$ cat src/rtl/trig_pkg.sv
`default_nettype none
// ------------------------------------------------------------------
// trig_pkg : shared constants and FSM encoding for trig_out_prescaler
// Rev 1.0
// ------------------------------------------------------------------
package trig_pkg;

  localparam int N_CH = 6;

  localparam logic [7:0] c_OFF_CTRL   = 8'h00;
  localparam logic [7:0] c_OFF_PS     = 8'h01;
  localparam logic [7:0] c_OFF_RAW    = 8'h10;
  localparam logic [7:0] c_OFF_ACC    = 8'h20;
  localparam logic [7:0] c_OFF_STATUS = 8'h30;

  localparam logic [15:0] c_PS_DEFAULT      = 16'd1;
  localparam logic [7:0]  c_WIDTH_DEFAULT   = 8'd4;
  localparam logic [15:0] c_HOLDOFF_DEFAULT = 16'd0;
  localparam logic        c_EN_DEFAULT      = 1'b1;

  typedef enum logic [1:0] {
    S_IDLE  = 2'd0,
    S_PULSE = 2'd1,
    S_HOLD  = 2'd2
  } state_t;

endpackage
`default_nettype wire

$ cat src/rtl/trig_prescale_ch.sv
`default_nettype none
// ------------------------------------------------------------------
// trig_prescale_ch : one channel - sync, edge detect, prescale, scalers
// Rev 1.0
// ------------------------------------------------------------------
module trig_prescale_ch #(
  parameter int PS_W  = 16,
  parameter int CNT_W = 32
) (
  input  logic             clk,
  input  logic             reset_i,
  input  logic             i_trig,
  input  logic [PS_W-1:0]  i_ps,
  input  logic             i_ps_wr,
  input  logic             i_clr,
  input  logic             i_fire,
  output logic             o_acc,
  output logic [CNT_W-1:0] o_raw,
  output logic [CNT_W-1:0] o_accs
);

  logic             r_meta, r_sync, r_sync_d;
  logic             r_acc;
  logic [PS_W-1:0]  r_cnt;
  logic [CNT_W-1:0] r_raw, r_accs;
  logic             w_hit, w_en;

  assign w_hit = r_sync & ~r_sync_d;
  assign w_en  = (i_ps != '0);

  always_ff @(posedge clk) begin
    if (!reset_i) begin
      r_meta   <= 1'b0;
      r_sync   <= 1'b0;
      r_sync_d <= 1'b0;
      r_acc    <= 1'b0;
      r_cnt    <= '0;
      r_raw    <= '0;
      r_accs   <= '0;
    end else begin
      r_meta   <= i_trig;
      r_sync   <= r_meta;
      r_sync_d <= r_sync;
      r_acc    <= w_hit && w_en && (r_cnt == '0);

      if (i_ps_wr)
        r_cnt <= '0;
      else if (w_hit && w_en)
        r_cnt <= (r_cnt == i_ps - PS_W'(1)) ? '0 : r_cnt + PS_W'(1);

      // clear takes priority over a coincident increment
      if (i_clr)
        r_raw <= '0;
      else if (w_hit && (r_raw != '1))
        r_raw <= r_raw + CNT_W'(1);

      if (i_clr)
        r_accs <= '0;
      else if (i_fire && r_acc && (r_accs != '1))
        r_accs <= r_accs + CNT_W'(1);
    end
  end

  assign o_acc  = r_acc;
  assign o_raw  = r_raw;
  assign o_accs = r_accs;

endmodule
`default_nettype wire

$ cat src/rtl/trig_out_prescaler.sv
`default_nettype none
// ------------------------------------------------------------------
// trig_out_prescaler : PID trigger prescale, busy veto, TRIG_OUT pulse
// Rev 1.0
// ------------------------------------------------------------------
module trig_out_prescaler #(
  parameter int          N_CH      = trig_pkg::N_CH,
  parameter int          PS_W      = 16,
  parameter int          CNT_W     = 32,
  parameter logic [15:0] BASE_ADDR = 16'hA000
) (
  input  logic            clk_100_i,
  input  logic            reset_i,
  input  logic [N_CH-1:0] trig_in,
  input  logic            busy_i,
  output logic [N_CH:0]   trig_out,
  input  logic [15:0]     addr,
  input  logic [31:0]     data,
  input  logic            wr,
  input  logic            rd,
  output logic [31:0]     rdata,
  output logic            ack
);
  import trig_pkg::*;

  state_t           r_state, w_state_nxt;
  logic [15:0]      r_cnt, w_cnt_nxt;
  logic [N_CH:0]    r_trig, w_trig_nxt;
  logic             r_en;
  logic [7:0]       r_width;
  logic [15:0]      r_holdoff;
  logic [PS_W-1:0]  r_ps [N_CH];
  logic [N_CH-1:0]  r_last, w_acc, w_ps_wr;
  logic [15:0]      r_veto;
  logic [CNT_W-1:0] w_raw [N_CH];
  logic [CNT_W-1:0] w_accs [N_CH];
  logic             w_fire, w_clr, w_dec, w_dec_ctrl;
  logic [15:0]      w_off;
  logic [31:0]      w_rval, r_rdata;
  logic             r_ack;
  logic             w_unused;

  assign w_off    = addr - BASE_ADDR;
  assign w_unused = &{1'b0, data[7:2]};

  for (genvar gi = 0; gi < N_CH; gi++) begin : g_ch
    trig_prescale_ch #(.PS_W(PS_W), .CNT_W(CNT_W)) u_ch (
      .clk     (clk_100_i),
      .reset_i (reset_i),
      .i_trig  (trig_in[gi]),
      .i_ps    (r_ps[gi]),
      .i_ps_wr (w_ps_wr[gi]),
      .i_clr   (w_clr),
      .i_fire  (w_fire),
      .o_acc   (w_acc[gi]),
      .o_raw   (w_raw[gi]),
      .o_accs  (w_accs[gi])
    );
  end

  always_comb begin
    w_dec      = 1'b0;
    w_dec_ctrl = 1'b0;
    w_ps_wr    = '0;
    w_rval     = '0;
    if (w_off[15:8] == 8'h00) begin
      if (w_off[7:0] == c_OFF_CTRL) begin
        w_dec      = 1'b1;
        w_dec_ctrl = 1'b1;
        w_rval     = {r_holdoff, r_width, 7'b0, r_en};
      end
      if (w_off[7:0] == c_OFF_STATUS) begin
        w_dec            = 1'b1;
        w_rval[31:16]    = r_veto;
        w_rval[8 +: N_CH] = r_last;
        w_rval[1:0]      = r_state;
      end
      for (int i = 0; i < N_CH; i++) begin
        if (w_off[7:0] == c_OFF_PS + 8'(i)) begin
          w_dec      = 1'b1;
          w_ps_wr[i] = wr;
          w_rval     = 32'(r_ps[i]);
        end
        if (w_off[7:0] == c_OFF_RAW + 8'(i)) begin
          w_dec  = 1'b1;
          w_rval = 32'(w_raw[i]);
        end
        if (w_off[7:0] == c_OFF_ACC + 8'(i)) begin
          w_dec  = 1'b1;
          w_rval = 32'(w_accs[i]);
        end
      end
    end
  end

  assign w_clr  = wr && w_dec_ctrl && data[1];
  assign w_fire = (r_state == S_IDLE) && r_en && !busy_i && (|w_acc);

  always_comb begin
    w_state_nxt = r_state;
    w_cnt_nxt   = r_cnt;
    w_trig_nxt  = r_trig;
    case (r_state)
      S_IDLE: begin
        if (w_fire) begin
          w_state_nxt = S_PULSE;
          w_cnt_nxt   = (r_width == 8'd0) ? 16'd1 : 16'(r_width);
          w_trig_nxt  = {1'b1, w_acc};
        end
      end
      S_PULSE: begin
        if (r_cnt <= 16'd1) begin
          w_trig_nxt  = '0;
          w_cnt_nxt   = r_holdoff;
          w_state_nxt = (r_holdoff == 16'd0) ? S_IDLE : S_HOLD;
        end else begin
          w_cnt_nxt = r_cnt - 16'd1;
        end
      end
      S_HOLD: begin
        if (r_cnt <= 16'd1) w_state_nxt = S_IDLE;
        else                w_cnt_nxt   = r_cnt - 16'd1;
      end
      default: begin
        w_state_nxt = S_IDLE;
        w_trig_nxt  = '0;
      end
    endcase
  end

  always_ff @(posedge clk_100_i) begin
    if (!reset_i) begin
      r_state <= S_IDLE;
      r_cnt   <= '0;
      r_trig  <= '0;
    end else begin
      r_state <= w_state_nxt;
      r_cnt   <= w_cnt_nxt;
      r_trig  <= w_trig_nxt;
    end
  end

  always_ff @(posedge clk_100_i) begin
    if (!reset_i) begin
      r_en      <= c_EN_DEFAULT;
      r_width   <= c_WIDTH_DEFAULT;
      r_holdoff <= c_HOLDOFF_DEFAULT;
      for (int i = 0; i < N_CH; i++) r_ps[i] <= PS_W'(c_PS_DEFAULT);
      r_last    <= '0;
      r_veto    <= '0;
      r_ack     <= 1'b0;
      r_rdata   <= '0;
    end else begin
      if (w_fire) r_last <= w_acc;
      // one veto per cycle in which any channel's accept is dropped
      if (w_clr)
        r_veto <= '0;
      else if ((|w_acc) && !w_fire && (r_veto != 16'hFFFF))
        r_veto <= r_veto + 16'd1;
      r_ack   <= (wr || rd) && w_dec;
      r_rdata <= (rd && w_dec) ? w_rval : '0;
      if (wr && w_dec_ctrl) begin
        r_en      <= data[0];
        r_width   <= data[15:8];
        r_holdoff <= data[31:16];
      end
      for (int i = 0; i < N_CH; i++)
        if (w_ps_wr[i]) r_ps[i] <= data[PS_W-1:0];
    end
  end

  assign trig_out = r_trig;
  assign rdata    = r_rdata;
  assign ack      = r_ack;

endmodule
`default_nettype wire

$ cat config.mk
export PLATFORM = sky130hd
export DESIGN_NAME = trig_out_prescaler
export DESIGN_NICKNAME = d
export VERILOG_FILES = /design/src/rtl/trig_pkg.sv /design/src/rtl/trig_prescale_ch.sv /design/src/rtl/trig_out_prescaler.sv
export SDC_FILE = /design/constraint.sdc
export NUM_CORES = 2
export LEC_CHECK = 0
export CAP_MARGIN = 20
export CORE_ASPECT_RATIO = 0.6
export CORE_MARGIN = 2
export CORE_UTILIZATION = 43
export CTS_CLUSTER_DIAMETER = 30
export DETAILED_ROUTE_END_ITERATION = 12
export DONT_BUFFER_PORTS = 1
export PLACE_DENSITY_LB_ADDON = 0.05
export SYNTH_ARGS = -nofsm -noshare
export SYNTH_HDL_FRONTEND = slang
export SYNTH_SLANG_ARGS = --single-unit
$ cat constraint.sdc
create_clock -name clk_100_i -period 5.5 [get_ports clk_100_i]
set_input_delay 1.375 -clock clk_100_i [delete_from_list [all_inputs] [get_ports clk_100_i]]
set_output_delay 1.375 -clock clk_100_i [all_outputs]
set_load 0.05 [all_outputs]
==> out/qor.yml <==
min_from: "g_ch[2].u_ch.r_meta"
cp-end-kind: "register"
regArea_um2: 15100
path_max_fanout: 20
status: "complete, no violations"
multiInputGateArea_um2: 22400
p_per_area_nw_per_um2: 321
critPathSlowestCell: "a221oi_1"
grt_most_used_layer: "met1"
crit_required_ns: 6.12
synth_edf_count: 96
wl_um: 147000
cts_tree: "done"
hold_class: "register to register"
p_leak_uw: 0.0152
drtIter0Drc: 4051
grt_pass1_vias: 31700
syn_inst: 4701
hold_depth: 1
met2_usage_pct: 41.3
worstPathArrival_ns: 4.59
globalRouteTotalUtil_pct: 31.0
finalCritPeriodShare_pct: 72.2
syn_to_final_growth_pct: 14.5
synth_nets: 4804
place_ws_ns: 0.962
dr.pass1.iters: 6
clock-skew-final_ns: 0.0306
root_buffer: "clkbuf_16"
crit_type: "input pin to register"
setup_viol: 0
cts.sinks: 705
rsz0062_at_grt: "false"
fin_ws_ns: 1.53
initial_utilization_pct: 43.4
ys_warn_count: 0
insertion_delay_ns: 0.73
syn-cell-area_um2: 38800
place.gp.congestion: 0.959
worst_pin_slew_ns: 1.23
seq_area_frac_synth_pct: 38.8
hold-path-endpoint: "g_ch[2].u_ch.r_sync"
post-cts-setup-buffers: 0
fill_cells: 8789
syn_area_per_cell_um2: 8.26
h-tree-depth: 4
start_kind: "input pin"
drive_above_1_share_pct: 7.55
fin_setup_tns_ns: 0
fin_crit_ns: 3.97
cts_buffers: 132
cp_slowest_stage_delay_ns: 1.08
ctsResizeCount: 0
grt_pass1_wl_um: 216000
place.port_buffers: 0
ios: 99
die_w_um: 392
max-slew-margin-rel_pct: 18.0
worst-r2r-setup-slack_ns: 1.61
vias: 35900
r2r-start: "r_state[0]"
drv_slew: 0
path_common_cell: "a211oi_1"
wl_per_cell_um: 24.6
met1_usage_pct: 47.4
use_met3_pct: 9.06
ant_nets: 0
cts_hold_buf: 0
dpl.hpwl_um: 110000
vias_per_cell: 5.99
drv_cap: 0
synth-seq-cells: 705
rr_endpoint: "g_ch[5].u_ch.o_accs[21]"
grt_max_degree: 80
fmax_mhz: 252
coreArea_um2: 89500
ir_worst_vdd_mv: 0.283
num_rows: 85
hold_slack_ns: 0.434
clkTransAtPathRegs_ns: 0.05
yosysUniqueCellTypes: 97
finalHoldViolCount: 0
grt-ovfl-total: 0
reg2reg_depth: 10
clockBufferDepth: 3
die_h_um: 237
async_flop_share_pct: 0
drc: 0
dieArea_um2: 92800
fin_nets: 4768
crit_path_cell_trace: "nor4_2 > buf_4 > nand2_1 > buf_4 > a211oi_1 > o21ai_0 > a221oi_1 > a211oi_1 > a211oi_1"
antenna_found_initial: 10
synth_flop_cell: "dfxtp_1"
==> cell families (layout without fill, tap and decap cells) <==
| logic type | count (synthesis) | after routing | share of synthesized area [%] |
|---|---|---|---|
| other cells | 0 | 1 | 0 |
| buf+inv | 335 | 400 | 3.74 |
| compound gates | 773 | 773 | 13.2 |
| simple gates | 2264 | 2264 | 29.6 |
| fa+ha+maj | 44 | 44 | 1.42 |
| xor+xnor | 542 | 542 | 12.2 |
| mux | 38 | 38 | 1.02 |
| flops | 705 | 705 | 38.8 |
==> critical path: cells and delay by family <==
kind | cells | cell delay [ns]
compound gates | 5 | 2.42
buf+inv | 2 | 0.47
simple gates | 2 | 0.33
==> worst max path at each step <==
| stage | start | end | cells after the start |
|---|---|---|---|
| 2_1_floorplan | addr[8] | g_ch[4].u_ch.r_cnt[10] | 7 |
| 3_3_place_gp | addr[1] | rdata[24] | 9 |
| 3_5_place_dp | addr[1] | rdata[24] | 9 |
| 4_1_cts | r_ps[4][0] | g_ch[4].u_ch.r_cnt[8] | 9 |
| 5_1_grt | addr[1] | rdata[24] | 9 |
| 6_report | addr[1] | rdata[24] | 9 |
==> layer usage <==
| layer | vias to the layer above | wire [um] |
|---|---|---|
| li1 | 16900 | - |
| met4 | 8 | 3300 |
| met1 | 17200 | 70700 |
| met5 | - | 42 |
| met3 | 201 | 15400 |
| met2 | 1544 | 57700 |
==> power by group <==
part,internal (uW),total (uW),switching (uW)
clock network,5490,8320,2830
registers,5290,5420,136
logic,180,546,366
total,11000,14300,3330
==> registers in the layout (all words and copies together) (netlist names), 2 cells and up <==
name / flops
g_ch.u_ch.r_sync: 6
g_ch.u_ch.r_sync_d: 6
r_width: 8
g_ch.u_ch.o_raw: 192
rdata: 32
r_state: 2
g_ch.u_ch.r_meta: 6
r_veto: 16
r_holdoff: 16
r_last: 6
trig_out: 7
g_ch.u_ch.o_acc: 6
r_cnt: 16
r_ps: 96
g_ch.u_ch.o_accs: 192
g_ch.u_ch.r_cnt: 96
==> area by class of cell <==
type                    count  share of cell area, %
clock inverters            63                   1.66
well taps                1218                   3.43
flip-flops and latches    705                   33.9
repair buffers             76                   1.33
diodes                      1                0.00563
multi-input cells        3661                   50.4
inverters                  89                  0.751
clock buffers             172                   8.53
==> Yosys cell counts (9+ instances only) <==
library cell	instances	area share (%)
or2_2	11	0.18
ha_1	44	1.4
a31oi_1	32	0.52
or4_1	29	0.56
a211oi_1	43	0.83
nor4_1	81	1.3
xnor2_1	232	5.2
o22ai_1	67	1.1
and3_1	104	1.7
a22oi_1	49	0.95
or3_1	69	1.1
nand2_1	420	4.1
a221o_1	10	0.26
o2111ai_1	11	0.25
nand2b_1	23	0.37
xor2_1	310	7.0
nor3_1	177	2.3
buf_4	38	0.73
nor2_1	639	6.2
nor3b_1	17	0.33
nand3b_1	13	0.25
a21oi_1	174	2.2
nor4b_1	9	0.20
nand4_1	169	2.7
and4_1	60	1.4
and2_1	141	2.3
o211ai_1	46	0.89
buf_2	36	0.46
mux2i_1	35	0.90
o21ai_0	161	2.1
clkbuf_1	155	1.5
nor2b_1	28	0.45
a222oi_1	9	0.23
a221oi_1	57	1.3
o221ai_1	12	0.27
dfxtp_1	609	31
buf_1	15	0.14
edfxtp_1	96	7.4
inv_1	89	0.86
nand3_1	226	2.9
==> stage by stage <==
| stage | utilization, % | power (uW) | cell area [um^2] | std cells |
|---|---|---|---|---|
| 6_report | 49.7 | 14300 | 44500 | 5985 |
| 5_1_grt | 49.7 | 14700 | 44500 | 5984 |
| 4_1_cts | 49.6 | 14400 | 44400 | 5979 |
| 3_5_place_dp | 44.6 | 6050 | 39900 | 5744 |
| 3_3_place_gp | 44.6 | 6050 | 39900 | 5744 |
| 2_1_floorplan | - | 5860 | 38800 | 4701 |
==> cell usage in the layout, fill, tap and decap left out, types with 139 or more instances in the layout <==
cell type  instances
o21ai_0          160
clkbuf_16        139
a21oi_1          173
xor2_1           310
xnor2_1          232
nand4_1          169
dfxtp_1          609
nor2_1           636
and2_1           141
nor3_1           174
nand2_1          420
nand3_1          226
Power figures use the tool's default switching activity.
